--- src/rtl/mem_bus_arbiter.sv ---
// ============================================================================
// mem_bus_arbiter
// Two-master / one-slave arbiter for the picorv32 native memory interface.
// Master 0 is the CPU and master 1 is the DMA/SD streaming engine. The slave
// side feeds the existing RAM/SPI/UART address decoder.
//
// Only one transaction is in flight at a time. After every transaction there
// is one GAP cycle with s_valid low. This lets the slave see valid deassert
// between back-to-back requests from the same master.
//
// Optional feature: define ARB_TIMEOUT_EN to add a slave-response watchdog.
// The watchdog is a counter plus a sticky timeout_err output. When the
// watchdog expires, the granted master gets a completion carrying TO_RDATA.
// ============================================================================
//
// state | meaning
// ------+-------------------------------------------------------------------
// IDLE  | no transfer; arbitrate between pending requests
// BUSY  | slave request driven from the granted master; wait for completion
// GAP   | one cycle with s_valid low before arbitrating again
//
module mem_bus_arbiter #(
    parameter int unsigned ARB_MODE       = 0,     // 0: round-robin, 1: master 0 priority
    parameter int unsigned TIMEOUT_CYCLES = 1024,
    parameter logic [31:0] TO_RDATA       = 32'hDEADBEEF
) (
    input  logic        clk,
    input  logic        reset,

    input  logic        m0_valid,
    input  logic [31:0] m0_addr,
    input  logic [31:0] m0_wdata,
    input  logic [3:0]  m0_wstrb,
    output logic        m0_ready,
    output logic [31:0] m0_rdata,

    input  logic        m1_valid,
    input  logic [31:0] m1_addr,
    input  logic [31:0] m1_wdata,
    input  logic [3:0]  m1_wstrb,
    output logic        m1_ready,
    output logic [31:0] m1_rdata,

    output logic        s_valid,
    output logic [31:0] s_addr,
    output logic [31:0] s_wdata,
    output logic [3:0]  s_wstrb,
    input  logic        s_ready,
    input  logic [31:0] s_rdata,

    output logic        grant,
    output logic        busy
`ifdef ARB_TIMEOUT_EN
    ,
    output logic        timeout_err
`endif
);

    typedef enum logic [1:0] {
        ST_IDLE = 2'd0,
        ST_BUSY = 2'd1,
        ST_GAP  = 2'd2
    } state_t;

    state_t      r_state;
    logic        r_grant;
    logic        r_last_grant;
    logic [31:0] r_m0_rdata;
    logic [31:0] r_m1_rdata;

    logic        w_busy;
    logic        w_gnt_valid;
    logic        w_any_req;
    logic        w_next_grant;
    logic        w_slave_done;
    logic        w_timeout;
    logic        w_done;
    logic        w_abort;
    logic [31:0] w_resp_data;

    assign w_busy      = (r_state == ST_BUSY);
    assign w_gnt_valid = r_grant ? m1_valid : m0_valid;
    assign w_any_req   = m0_valid | m1_valid;

    // A completion needs the granted master to still be requesting. If the
    // master has dropped valid, the transfer is an abort, even when the
    // slave happens to answer in the same cycle.
    assign w_slave_done = w_busy & w_gnt_valid & s_ready;
    assign w_abort      = w_busy & ~w_gnt_valid;
    assign w_done       = w_slave_done | w_timeout;

`ifdef ARB_TIMEOUT_EN
    localparam int WDOG_W = (TIMEOUT_CYCLES > 2) ? $clog2(TIMEOUT_CYCLES) : 1;

    logic [WDOG_W-1:0] r_wdog;
    logic              r_timeout_err;

    // A real s_ready on the terminal cycle beats the watchdog.
    assign w_timeout   = w_busy & w_gnt_valid & ~s_ready &
                         (r_wdog == WDOG_W'(TIMEOUT_CYCLES - 1));
    assign w_resp_data = w_slave_done ? s_rdata : TO_RDATA;
    assign timeout_err = r_timeout_err;

    // Watchdog: held at zero outside BUSY, so it starts from 0 on every BUSY entry.
    always_ff @(posedge clk or posedge reset) begin
        if (reset) begin
            r_wdog <= '0;
        end else if (w_busy) begin
            r_wdog <= r_wdog + WDOG_W'(1);
        end else begin
            r_wdog <= '0;
        end
    end

    // Sticky error flag; only reset clears it.
    always_ff @(posedge clk or posedge reset) begin
        if (reset) begin
            r_timeout_err <= 1'b0;
        end else if (w_timeout) begin
            r_timeout_err <= 1'b1;
        end
    end
`else
    assign w_timeout   = 1'b0;
    assign w_resp_data = s_rdata;
`endif

    // Grant selection for the next IDLE->BUSY transition.
    always_comb begin
        w_next_grant = 1'b0;
        if (m0_valid && m1_valid) begin
            w_next_grant = (ARB_MODE == 0) ? ~r_last_grant : 1'b0;
        end else if (m1_valid) begin
            w_next_grant = 1'b1;
        end
    end

    // Transaction sequencer: IDLE -> BUSY -> GAP -> IDLE.
    always_ff @(posedge clk or posedge reset) begin
        if (reset) begin
            r_state      <= ST_IDLE;
            r_grant      <= 1'b0;
            r_last_grant <= 1'b1;
        end else begin
            case (r_state)
                ST_IDLE: begin
                    if (w_any_req) begin
                        r_grant <= w_next_grant;
                        r_state <= ST_BUSY;
                    end
                end
                ST_BUSY: begin
                    if (w_done) begin
                        r_last_grant <= r_grant;
                        r_state      <= ST_GAP;
                    end else if (w_abort) begin
                        r_state <= ST_GAP;
                    end
                end
                ST_GAP: begin
                    r_state <= ST_IDLE;
                end
                default: begin
                    r_state <= ST_IDLE;
                end
            endcase
        end
    end

    // Each master keeps the last data it was handed, so it never sees live slave data.
    always_ff @(posedge clk or posedge reset) begin
        if (reset) begin
            r_m0_rdata <= '0;
            r_m1_rdata <= '0;
        end else begin
            if (m0_ready) begin
                r_m0_rdata <= w_resp_data;
            end
            if (m1_ready) begin
                r_m1_rdata <= w_resp_data;
            end
        end
    end

    assign s_valid  = w_busy;
    assign s_addr   = r_grant ? m1_addr  : m0_addr;
    assign s_wdata  = r_grant ? m1_wdata : m0_wdata;
    assign s_wstrb  = r_grant ? m1_wstrb : m0_wstrb;

    assign m0_ready = w_done & ~r_grant;
    assign m1_ready = w_done &  r_grant;
    assign m0_rdata = m0_ready ? w_resp_data : r_m0_rdata;
    assign m1_rdata = m1_ready ? w_resp_data : r_m1_rdata;

    assign grant    = r_grant;
    assign busy     = w_busy;

endmodule

--- config.mk ---
export PLATFORM = sky130hd
export DESIGN_NAME = mem_bus_arbiter
export DESIGN_NICKNAME = d
export VERILOG_FILES = /design/src/rtl/mem_bus_arbiter.sv
export SDC_FILE = /design/constraint.sdc
export NUM_CORES = 1
export LEC_CHECK = 0
export ABC_CLOCK_PERIOD_IN_PS = 2900
export BUFFER_PORTS_ARGS = -buffer_cell sky130_fd_sc_hd__buf_2
export CAP_MARGIN = 20
export CORE_AREA = 2 2 121 123
export DETAILED_ROUTE_END_ITERATION = 8
export DIE_AREA = 0 0 123 125
export HOLD_SLACK_MARGIN = 0.02
export REMOVE_ABC_BUFFERS = 1
export SYNTH_ARGS = -nofsm -noshare
export SYNTH_HDL_FRONTEND = slang
export SYNTH_SLANG_ARGS = --single-unit
--- constraint.sdc ---
create_clock -name clk -period 2.9 [get_ports clk]
set_clock_uncertainty 0.05 [all_clocks]
set_input_delay 0.435 -clock clk [delete_from_list [all_inputs] [get_ports clk]]
set_output_delay 0.435 -clock clk [all_outputs]
set_load 0.005 [all_outputs]
==> results of run 1 <==
==> final timing paths <==
| check | start | end | slack [ps] |
|---|---|---|---|
| max in group asynchronous | reset | r_m0_rdata[23]$_DFF_PP0_ | 1980 |
| worst min-delay path | reset | r_m1_rdata[18]$_DFF_PP0_ | 160 |
| worst max register to register | r_state[1]$_DFFE_PP0P_ | r_m1_rdata[25]$_DFF_PP0_ | 1010 |
| worst min register to register | r_state[1]$_DFFE_PP0P_ | r_state[0]$_DFFE_PP0P_ | 400 |
| worst max-delay path | r_state[1]$_DFFE_PP0P_ | m1_rdata[25] | 250 |
| min in group clk | s_rdata[3] | r_m0_rdata[3]$_DFF_PP0_ | 320 |
==> worst max-delay path, stage by stage (launching register included) <==
cell      delay [ps]
dfrtp_1          380
nand2b_4         170
inv_2            110
nand4_4          490
mux2_1           530
buf_2            130
==> flip-flops by register name, indices dropped and copies added (netlist names) <==
signal / flops
r_m1_rdata: 32
r_state: 2
r_last_grant: 1
r_m0_rdata: 32
grant: 1
==> layout by cell type, fill, tap and decap left out <==
cell type / n
buf_2: 309
mux2_2: 129
dfrtp_1: 66
clkbuf_16: 9
nor2_1: 5
clkbuf_8: 4
buf_4: 4
nand2_1: 3
mux2_1: 3
inv_2: 2
inv_1: 2
o21ai_0: 2
diode_2: 1
nand2b_4: 1
nor3_4: 1
nand4_4: 1
a31oi_1: 1
a32o_1: 1
mux2i_1: 1
o22a_1: 1
clkinv_2: 1
clkbuf_1: 1
dfrtp_2: 1
buf_12: 1
dfstp_2: 1
==> power breakdown <==
group          switching, uW  internal [uW]
registers                139           1420
logic                   1100           1380
clock network            364            665
==> area by class of cell <==
cell class	instances	share of cell area
Sequential cell	68	0.3127
Clock inverter	1	0.0009183
Multi-Input combinational cell	149	0.2959
Inverter	4	0.002755
Tap cell	184	0.04224
Timing Repair Buffer	314	0.2929
Clock buffer	14	0.05211
Antenna cell	1	0.0004591
==> layer usage <==
metal,vias to the layer above,wire length (um)
met5,-,27
met4,4,147
met3,17,1526
met2,160,6507
met1,1512,4438
li1,1472,-
==> Yosys cell counts, drive strengths merged <==
library cell	count
nand2b	1
nand4	1
a31oi	1
mux2i	1
buf	15
dfrtp	67
inv	4
o21ai	2
nor3	1
nand2	3
mux2	132
dfstp	1
nor2	5
a32o	1
o22a	1
==> stage by stage <==
step / TNS, ps / hold slack [ps]
after CTS: 0 / 189.5
after detailed placement: 0 / 396.8
after global routing: 0 / 222.6
after floorplan: -60480 / 373.1
after global placement: 0 / 382.7
final: 0 / 162.9
==> cell families (layout without fill, tap and decap cells) <==
group | Yosys count | in the layout
other | 0 | 1
DFF | 68 | 68
AOI/OAI and AO/OA | 5 | 5
muxes | 133 | 133
and+or+nand+nor | 11 | 11
buffers and inverters | 19 | 333
==> impl_metrics.yaml, run 1 <==
timing:
  hold_viol: 0
  worst_slack_ps: 245.8
  slew_viol_final: 0
  fmax_mhz: 376.8
  fin_crit_ps: 2654
  rsz0062_at_grt: "no"
  setup_viol: 0
  fin_crit_sh: 0.9152
  relSlewSlack: 0.5442
  worst_pin_slew_ps: 682.7
grt:
  busiest_layer: "met2"
  met2_usage: 0.2788
  globalRouteTotalUtil: 0.1532
  grt_first_pass_wirelength_um: 17730
  grt_max_degree: 47
  grt_pass1_vias: 3354
  antenna_found_initial: 4
  use_met3: 0.06752
  grt_overflow_total: 0
  met1_usage: 0.1556
cts:
  clk_latency_ps: 320
  cts_max_level: 3
  cts-root-buf: "clkbuf_16"
  hold_buffers: 0
  cts_setup_buffers: 0
  cts_inserted_buffers: 9
  cts_buffer_depth: 2
  clk_pin_slew_worst_paths_ps: 50
  cts_sinks: 68
  cts_tree: "yes"
  postCtsResizedCells: 0
synthesis:
  synth_area_leaders: "dfrtp_1, mux2_2, buf_6"
  syn_area_um2: 3446
  synth_top_cell_area_share: 0.4866
  syn_avg_cell_area_um2: 14.60
  synth_compound_area_frac: 0.01017
  synth_simple_gate_area_share: 0.02360
  synth_top_family_by_area: "multiplexers"
  synth-seq-cells: 68
  post_synth_fa_ha_maj_area_fraction: 0
  synthCells: 236
  synthXorXnorAreaFrac: 0
  synth_top_cell_by_area: "dfrtp_1"
  synth_mux_area_frac: 0.4343
  yosysWarnings: 0
  synth.distinct_cells: 19
  ys_seq_area_frac: 0.4942
layout:
  multi_input_area_um2: 1613
  n_fill_cell: 1420
  final_util: 0.3837
  nNetsFinal: 719
  finalNonFillerCells: 735
  drive_gt1_frac: 0.8436
  stdcell_area_um2: 5450
  regArea_um2: 1704
  syn2layout_area_growth_pct: 58.17
die:
  pin_count: 310
  rows: 44
  dieArea_um2: 15380
  die_y_um: 125
  fp.dieW_um: 123
  core_area_um2: 14200
  initial_core_util: 0.2426
run_status:
  status: "finished, final reports clean"
pwr:
  power.density_nw_per_um2: 929.2
  peakVddDrop_v: 0.0005417
  total_power_uw: 5064
  leakagePower_uw: 0.002847
placement:
  io_buffer_count: 309
  pre_cts_ws_ps: 502.6
  place_area_um2: 5159
  place_hpwl_um: 10510
  gp_congestion: 0.9128
  placed_cells: 719
route:
  dr_total_vias: 3165
  routedWlPerCell_um: 17.21
  final_antenna_net_count: 0
  drc: 0
  drt_iter0_drc: 86
  vias_per_cell: 4.306
  wl_um: 12650
  first_pass_iters: 4
setup_path:
  rr_worst_depth: 4
  cp-end-kind: "output pin"
  path_class: "reg -> out"
  crit_arrival_ps: 2170
  crit_required_ps: 2410
  crit_fanout: 33
  start_kind: "flip-flop"
worst_hold_path:
  hold_path_class: "in -> async"
job:
  maxCapViolations: 0
Note: power is estimated with default switching activity, not from simulation.
==> inputs of run 2 (changes only) <==
--- a/config.mk
+++ b/config.mk
@@ -9,6 +9,7 @@
 export BUFFER_PORTS_ARGS = -buffer_cell sky130_fd_sc_hd__buf_2
 export CAP_MARGIN = 20
 export CORE_AREA = 2 2 121 123
+export CTS_BUF_LIST = sky130_fd_sc_hd__clkbuf_8
 export DETAILED_ROUTE_END_ITERATION = 8
 export DIE_AREA = 0 0 123 125
 export HOLD_SLACK_MARGIN = 0.02
==> run 2 against run 1 <==
Net effect: first-iteration DRC count grew 9.3%; worst hold slack lost 13 ps; clock-buffer cell count shrank 1; register-to-register slack is essentially flat.
==> impl_metrics.yaml, run 2 (same netlist as run 1, synthesis figures left out) <==
timing:
  finalSetupTns_ps: 0
  worst_pin_slew_ps: 675.4
  relSlewSlack: 0.5491
  worst_slack_ps: 229.5
  rsz0062_at_grt: "no"
  hold_viol: 0
  slew_viol_final: 0
  fin_crit_ps: 2671
  setup_viol: 0
  fin_crit_sh: 0.9209
  fmax_mhz: 374.5
route:
  routedWlPerCell_um: 17.19
  first_pass_iters: 4
  wl_um: 12630
  dr_total_vias: 3146
  vias_per_cell: 4.280
  drt_iter0_drc: 94
  final_antenna_net_count: 0
  drc: 0
setup_path:
  crit_chain: "nand2b_4 > inv_2 > nand4_4 > mux2_1 > buf_2"
  slowest_delay_ps: 530
  cp-end-kind: "output pin"
  path_depth: 5
  cp_num_buf_inv: 2
  cpLargestDelayFamily: "simple AND/OR/NAND/NOR gates"
  crit_path_start: "r_state[1]$_DFFE_PP0P_"
  r2r_slack_ps: 1000
  rr_endpoint: "r_m1_rdata[25]$_DFF_PP0_"
  crit_path_end: "m1_rdata[25]"
  crit_fanout: 33
  start_kind: "flip-flop"
  crit_arrival_ps: 2190
  rr_worst_depth: 4
  path_class: "reg -> out"
  r2r_start: "r_state[1]$_DFFE_PP0P_"
  crit_required_ps: 2410
  critPathSlowestCell: "mux2_1"
placement:
  placed_cells: 719
  io_buffer_count: 309
  gp_congestion: 0.9128
  place_hpwl_um: 10510
  pre_cts_ws_ps: 502.6
die:
  initial_core_util: 0.2426
  rows: 44
  dieArea_um2: 15380
  core_area_um2: 14200
  die_y_um: 125
  fp.dieW_um: 123
  pin_count: 310
cts:
  cts_setup_buffers: 0
  clk_latency_ps: 330
  postCtsResizedCells: 0
  cts-root-buf: "clkbuf_8"
  cts_buffer_depth: 2
  cts_sinks: 68
  cts_max_level: 3
  cts_tree: "yes"
  clk_pin_slew_worst_paths_ps: 70
  cts_inserted_buffers: 9
  hold_buffers: 0
layout:
  final_util: 0.3766
  nNetsFinal: 719
  finalNonFillerCells: 735
  layout_commonest_cell: "buf_2"
  largest_registers: "r_m0_rdata (32), r_m1_rdata (32), r_state (2)"
  syn2layout_area_growth_pct: 55.23
  final_cell_mix: "buf_2, mux2_2, dfrtp_1, clkbuf_8, nor2_1"
  drive_gt1_frac: 0.8436
pwr:
  leakagePower_uw: 0.002805
  power.density_nw_per_um2: 888.4
  peakVddDrop_v: 0.0004690
grt:
  antenna_found_initial: 4
  grt_pass1_vias: 3331
  grt_max_degree: 47
  grt_overflow_total: 0
  globalRouteTotalUtil: 0.1528
  grt_first_pass_wirelength_um: 17760
job:
  maxCapViolations: 0
worst_hold_path:
  hold_path_class: "in -> async"
run_status:
  status: "finished, final reports clean"
run 2: cell types whose count changed in the layout (fill, tap and decap cells not counted), sizes merged:
cell    previous run  this run
clkbuf            14        13
inv                4         5
run 2: layout make-up:
| type | count | area, um^2 |
|---|---|---|
| clock buffer | 13 | 178.9 |
| sequential | 68 | 1704 |
| antenna | 1 | 2.502 |
| clock inverter | 2 | 8.758 |
| multi-input combinational | 149 | 1613 |
| timing repair buffer | 314 | 1597 |
| tap | 184 | 230.2 |
| inverter | 4 | 15.01 |
| fill | 1422 | 8855 |
run 2: how the worst min path moves through the flow:
stage                                       from                  endpoint  slack, ps  cells past startpoint
after floorplan           r_state[1]$_DFFE_PP0P_    r_state[0]$_DFFE_PP0P_        370                      1
after global placement    r_state[1]$_DFFE_PP0P_    r_state[0]$_DFFE_PP0P_        380                      1
after detailed placement  r_state[1]$_DFFE_PP0P_    r_state[0]$_DFFE_PP0P_        400                      1
after CTS                                  reset  r_m1_rdata[18]$_DFF_PP0_        160                      2
after global routing                       reset  r_m0_rdata[10]$_DFF_PP0_        190                      2
final                                      reset  r_m1_rdata[18]$_DFF_PP0_        150                      2
run 2: metal layers:
| metal | up-vias | track usage | share of wire |
|---|---|---|---|
| met1 | 1500 | 0.1578 | 0.35 |
| met5 | - | 0 | 0.0021 |
| li1 | 1467 | - | - |
| met3 | 17 | 0.07162 | 0.12 |
| met4 | 4 | 0.03610 | 0.012 |
| met2 | 158 | 0.2769 | 0.51 |
run 2: power breakdown:
group          switching [uW]  internal (uW)  total (uW)
Combinational            1100           1380        2480
Clock                     327            395         723
Sequential                139           1410        1550
Total                    1570           3190        4750
run 2: worst reg2reg max path, stage by stage, from the launching register on:
cell and delay, ps:
dfrtp_1 390, nand2b_4 170, inv_2 110, nand4_4 490, mux2_1 560
run 2: per-stage QoR:
stage               total power, uW  hold slack (ps)  instance area (um^2)
floorplan                      2906            373.1                  3331
global placement               4009            382.7                  5159
detailed placement             4086            396.8                  5159
CTS                            4837            163.6                  5346
global route                   5094            188.9                  5349
finish                         4752            150.0                  5349
